[src/rtl/jt51_timer_regs.sv]
// jt51_timer_regs: CPU write interface for the YM2151 timers.
// This block holds the timer start values and the timer control bits.
// It also tracks the write-busy flag and builds the status byte.
// Optional macro JT51_CSM_EN enables CSM key-on generation from timer A overflow.
// When the macro is undefined, csm_kon is tied to 0 and din[7] at 0x14 is ignored.
module jt51_timer_regs #(
    parameter int BUSY_LEN = 32
) (
    input  logic       rst,
    input  logic       clk,
    input  logic       cen,
    input  logic       zero,
    input  logic       cs_n,
    input  logic       wr_n,
    input  logic       a0,
    input  logic [7:0] din,
    input  logic       flag_A,
    input  logic       flag_B,
    input  logic       overflow_A,
    output logic [7:0] dout,
    output logic [9:0] value_A,
    output logic [7:0] value_B,
    output logic       load_A,
    output logic       load_B,
    output logic       enable_irq_A,
    output logic       enable_irq_B,
    output logic       clr_flag_A,
    output logic       clr_flag_B,
    output logic       busy,
    output logic       csm_kon
);

    logic       strobe, strobe_l, wr_edge, addr_wr, data_wr;
    logic [7:0] addr;
    logic [7:0] busy_cnt;

    assign strobe  = !cs_n && !wr_n;
    assign wr_edge = strobe && !strobe_l;
    assign addr_wr = wr_edge && !a0;
    assign data_wr = wr_edge && a0;

    // Remember the previous strobe level so that a held strobe produces only one write.
    always_ff @(posedge clk) begin
        if (rst) strobe_l <= 1'b0;
        else     strobe_l <= strobe;
    end

    // Address latch and register file. The clr_flag outputs are one-clk pulses.
    always_ff @(posedge clk) begin
        if (rst) begin
            addr         <= 8'd0;
            value_A      <= 10'd0;
            value_B      <= 8'd0;
            load_A       <= 1'b0;
            load_B       <= 1'b0;
            enable_irq_A <= 1'b0;
            enable_irq_B <= 1'b0;
            clr_flag_A   <= 1'b0;
            clr_flag_B   <= 1'b0;
        end else begin
            clr_flag_A <= 1'b0;
            clr_flag_B <= 1'b0;
            if (addr_wr) addr <= din;
            if (data_wr) begin
                case (addr)
                    8'h10: value_A[9:2] <= din;
                    8'h11: value_A[1:0] <= din[1:0];
                    8'h12: value_B      <= din;
                    8'h14: begin
                        enable_irq_B <= din[3];
                        enable_irq_A <= din[2];
                        load_B       <= din[1];
                        load_A       <= din[0];
                        clr_flag_B   <= din[5];
                        clr_flag_A   <= din[4];
                    end
                    default: ;
                endcase
            end
        end
    end

    // Busy window. A data write (re)starts the window.
    // The cen that finds the counter at 0 ends it.
    always_ff @(posedge clk) begin
        if (rst) begin
            busy     <= 1'b0;
            busy_cnt <= 8'd0;
        end else if (data_wr) begin
            busy     <= 1'b1;
            busy_cnt <= 8'(BUSY_LEN - 1);
        end else if (cen && busy) begin
            if (busy_cnt == 8'd0) busy <= 1'b0;
            else                  busy_cnt <= busy_cnt - 8'd1;
        end
    end

    // Register the status byte every clk, regardless of chip select.
    always_ff @(posedge clk) begin
        if (rst) dout <= 8'd0;
        else     dout <= {busy, 5'b0, flag_B, flag_A};
    end

`ifdef JT51_CSM_EN
    logic       csm_en;
    logic [4:0] csm_cnt;
    logic       csm_off;

    // A 0x14 write with bit 7 clear shuts CSM down. This wins over a trigger on the same clk.
    assign csm_off = data_wr && addr == 8'h14 && !din[7];

    // CSM key-on: a timer A overflow in slot 0 holds key-on for 32 cen cycles.
    always_ff @(posedge clk) begin
        if (rst) begin
            csm_en  <= 1'b0;
            csm_kon <= 1'b0;
            csm_cnt <= 5'd0;
        end else begin
            if (data_wr && addr == 8'h14) csm_en <= din[7];
            if (csm_off) begin
                csm_kon <= 1'b0;
                csm_cnt <= 5'd0;
            end else if (cen && zero && overflow_A && csm_en) begin
                csm_kon <= 1'b1;
                csm_cnt <= 5'd31;
            end else if (cen && csm_kon) begin
                if (csm_cnt == 5'd0) csm_kon <= 1'b0;
                else                 csm_cnt <= csm_cnt - 5'd1;
            end
        end
    end
`else
    logic unused_csm;
    assign unused_csm = &{1'b0, zero, overflow_A};
    assign csm_kon    = 1'b0;
`endif

endmodule

[config.mk]
export PLATFORM = sky130hd
export DESIGN_NAME = jt51_timer_regs
export DESIGN_NICKNAME = d
export VERILOG_FILES = /design/src/rtl/jt51_timer_regs.sv
export SDC_FILE = /design/constraint.sdc
export NUM_CORES = 1
export LEC_CHECK = 0
export ABC_AREA = 1
export BUFFER_PORTS_ARGS = -buffer_cell sky130_fd_sc_hd__buf_2
export CORE_MARGIN = 2
export CORE_UTILIZATION = 54
export CTS_BUF_LIST = sky130_fd_sc_hd__clkbuf_2 sky130_fd_sc_hd__clkbuf_4 sky130_fd_sc_hd__clkbuf_8
export DETAILED_ROUTE_END_ITERATION = 16
export GPL_TIMING_DRIVEN = 0
export PLACE_DENSITY_LB_ADDON = 0.08
export SETUP_SLACK_MARGIN = 0.1
export SYNTH_ARGS = -nofsm -noshare
export SYNTH_HDL_FRONTEND = slang
export SYNTH_SLANG_ARGS = --single-unit
export TNS_END_PERCENT = 1
[constraint.sdc]
create_clock -name clk -period 1.4 [get_ports clk]
set_input_delay 0.21 -clock clk [delete_from_list [all_inputs] [get_ports clk]]
set_output_delay 0.21 -clock clk [all_outputs]
set_load 0.005 [all_outputs]
# --- Word level (Yosys, flattened, before mapping) ---
# Cells that the tools add are included.
totals:
  reg_bits: 50
  inputBits: 18
  word_cells: 52
classes:
  add_sub_neg: 1
  eq_ne: 5
  muxes: 6
  n_bitwise: 3
  n_reduce_logical: 21
ops:
  columns: ["operator", "count"]
  rows:
  - ["$eq 8x5->1 const B", 4]
  - ["$mux 5", 3]
  - ["$reduce_and 2->1", 7]
  - ["$logic_not 8->1", 1]
  - ["$sub 8x1->8 const B", 1]
  - ["$logic_and 1x1->1", 5]
  - ["$logic_not 1->1", 4]
  - ["$reduce_bool 2->1", 2]
  - ["$mux 1", 3]
  - ["$not 1->1", 3]
  - ["$reduce_or 3->1", 1]
  - ["$ne 2x2->1 const B", 1]
  - ["$reduce_or 2->1", 1]

# --- Logic depth before layout (Yosys ltp) ---
logic_depth:
  ltp_word: 6
  mapped_depth: 9

# --- Least setup slack after synthesis ---
# No wires, ideal clock.
synth_timing:
  path_kind: "register -> register"
  from: "reg addr[2]"
  to: "reg value_A[8]"
  arrival_time_ns: 1.139
  required_ns: 1.287
  slack_ns: 0.149
  path_stages_with_launch: 8
  path_buffers: 1
  synth_period_minus_slack_ns: 1.251
  path_cell_list: "dfxtp_1 nor2_1 nand3_1 nor3_4 buf_6 nand2_1 nand2_1 nor2_1"
synth_via:
  elab_chain_len: 2
synth_lines:
  columns: ["item", "line", "source"]
  rows:
  - ["start: declaration", "34", "logic [7:0] addr;"]
  - ["start signal: assignment", "63", "if (addr_wr) addr <= din;"]
  - ["$eq 8x5->1", "65", "case (addr)"]
  - ["$reduce_and 2->1 (no source line)", null, null]
  - ["end signal: assignment", "66", "8'h10: value_A[9:2] <= din;"]
  - ["end: declaration", "21", "output logic [9:0] value_A,"]
# No other way between the ends.
# A chain may end at the register's enable or synchronous reset.

# --- Worst setup path after layout ---
layout_timing:
  from: "reg addr[3]"
  to: "reg value_A[3]"
# The elaborated chain is that of the path after synthesis.

==> impl_metrics.ini <==
[status]
run_status = completed

[timing]
fin_crit_ns = 1.27
slew_viol_final = 0
max_freq_ghz = 0.785
relSlewSlack_pct = 65.3
min_period_over_period_pct = 91.0
setup_violations = 0
worstMarginPinSlew_ns = 0.521
timing.setup.tns_ns = 0
rsz0062_at_grt = yes
hold_viol_final = 0
fin_skew_ns = 0.00858

[routing]
drtPass1Iterations = 4
wl_per_cell_um = 11.2
ant_nets = 0
drc = 0
wl_mm = 4.37
drt_iter0_markers = 106
viasPerCell = 4.88
num_vias = 1897

[logic_synthesis]
synth_top_area_share_pct = 46.0
synthArstFlopShare_pct = 0
synth_cell_types = 24
synth_edf_count = 0
synth.most_common_cell = nor2_1
yosys_warnings = 0
synth_flop_cell = dfxtp_1
yosysSeqAreaShare_pct = 46.0
synth.area.top_cells = dfxtp_1 46%, nor2_1 11%, nand2_1 11%
ys_seq_elements = 45
syn_inst = 280
syn_area_um2 = 1960
postSynthAreaPerCell_um2 = 6.99
yosysTopAreaCell = dfxtp_1
yosys-top-cells-count = 59 x nor2_1, 57 x nand2_1, 45 x dfxtp_1, 34 x inv_1, 19 x o21ai_0

[cts]
htree_levels = 2
path_clk_slew_ns = 0.13
cts_sinks = 45
cts.path.max_buffers = 2
clk_latency_ns = 0.37
cts_tree = yes
clockRootBuffer = clkbuf_4
ctsHoldBuffers = 0
cts_buffers = 5

[die]
die_area_um2 = 4120
start_util_pct = 57.3
die_height_um = 64.2
rows = 21
core_region_area_um2 = 3420
ioPinCount = 52
die_width_um = 64.2

[place]
hpwl_mm = 3.15
place_congestion = 0.811
place_inst = 374
io_buffers = 43

[finish]
fin_util_pct = 71.8
instances_no_fill = 389
layout-drive-gt1-share_pct = 28.6
syn2layout_area_growth_pct = 25.3
n_antenna_cell = 0
final_net_count = 361
fillers = 307

[hold_path]
hold_path_class = in -> reg
hold_depth = 3

[global_route]
grt.overflow.total = 0
grtUsageTotal_pct = 23.1
grt_max_degree = 15
grt_antenna_before_repair = 0
grt_first_pass_wirelength_mm = 7.36
grt_pass1_vias = 1694

[setup_path]
critPathTopFamily = simple AND/OR/NAND/NOR gates
crit_buf_inv = 1
cpPeakStageDelay_ns = 0.36
cp.arrival_ns = 1.60
ff2ff_path_depth = 6
cp.required_ns = 1.72
crit_path_cell_trace = nor2_4, nand3_2, nor3_4, buf_2, nor2_1, nor2_1
slowest_stage = dfxtp_2
end_kind = register
path_max_fanout = 5
critPathLaunchType = register
crit_path_frequent_cell = nor2_1
cp.depth = 6
path_class = reg -> reg

[job]
maxCapViolCount = 0

[power_and_ir_drop]
leakage_nw = 1.20
power_density_nw_per_um2 = 951
p_total_w = 0.00233
ir_worst_vdd_mv = 0.677
[where the power goes]
group          total [W]  internal (W)  switching, W  leakage, nW
logic           0.000342      0.000135      0.000207        0.804
clock network   0.000654      0.000216      0.000438       0.0279
registers        0.00134       0.00131     0.0000241        0.367
total            0.00233       0.00166      0.000670         1.20
[cell type report]
cell class	count	area, µm²	area share (%)
multi-input cells	191	938	38.3
clock inverters	2	15.0	0.612
well taps	46	57.6	2.35
flip-flops and latches	45	908	37.0
inverters	36	138	5.61
repair buffers	50	269	11.0
plain buffers	13	81.3	3.32
clock buffers	6	45.0	1.84
[cell families (layout without fill, tap and decap cells)]
logic type	after synthesis	count (layout)	synth area share, %
other	1	6	0.192
DFF	45	45	46.0
buffers and inverters	49	107	11.0
AOI/OAI and AO/OA	35	35	9.14
adders and majority gates	1	1	0.639
and+or+nand+nor	149	149	33.0
[routing by layer]
metal  routed length [µm]  up-vias  track usage (%)  part of all wire [%]
li1                     -      984                -                     -
met1                 1990      857             28.6                    46
met2                 2080       50             37.8                    48
met3                  243        6             7.04                   5.6
met4                   54        0             8.24                   1.2
met5                    0        -                0                     0
[through the flow]
step / area (µm²) / hold slack, ns / setup slack (ns)
finish: 2450 / 0.0251 / 0.126
global route: 2450 / 0.0150 / 0.0358
CTS: 2360 / 0.0231 / 0.0807
detailed placement: 2250 / 0.424 / -0.0378
global placement: 2250 / 0.410 / -0.00142
floorplan: 1980 / 0.287 / 0.149
[registers in the layout (all words and copies together), names as in the netlist]
register,cells
busy_cnt,8
load_A,1
dout,3
enable_irq_A,1
value_A,10
clr_flag_B,1
strobe_l,1
addr,8
clr_flag_A,1
enable_irq_B,1
load_B,1
busy,1
value_B,8
[repair_timing]
item / in CTS / in global routing
setup buffers: 3 / 3
gates resized for setup: 8 / 25
gates cloned: 0 / 1
pin swaps: 2 / 7
endpoints found under the setup margin: 23 / 28
[worst register-to-register path: stages, from the launching register on]
cell,delay (ns)
dfxtp_2,0.36
nor2_4,0.13
nand3_2,0.09
nor3_4,0.29
buf_2,0.21
nor2_1,0.05
nor2_1,0.10
[worst paths after layout]
kind / slack (ns) / endpoint / from
setup / recovery: 0.13 / value_A[3] / addr[3]
hold / removal: 0.03 / dout[1] / flag_B
setup reg to reg: 0.13 / value_A[3] / addr[3]
hold reg to reg: 0.47 / dout[7] / busy
[layout by cell type, fill, tap and decap left out, drive strengths merged]
master	synthesis	routed
nor2	61	61
buf	10	59
nand2	57	57
dfxtp	45	45
inv	36	36
o21ai	20	20
nand3	19	19
a21oi	15	15
clkbuf	3	10
conb	1	6
nand4	4	4
nor3	4	4
nand3b	3	3
clkinvlp	0	2
or2	1	1
ha	1	1
Note: power is estimated with default switching activity, not from simulation.
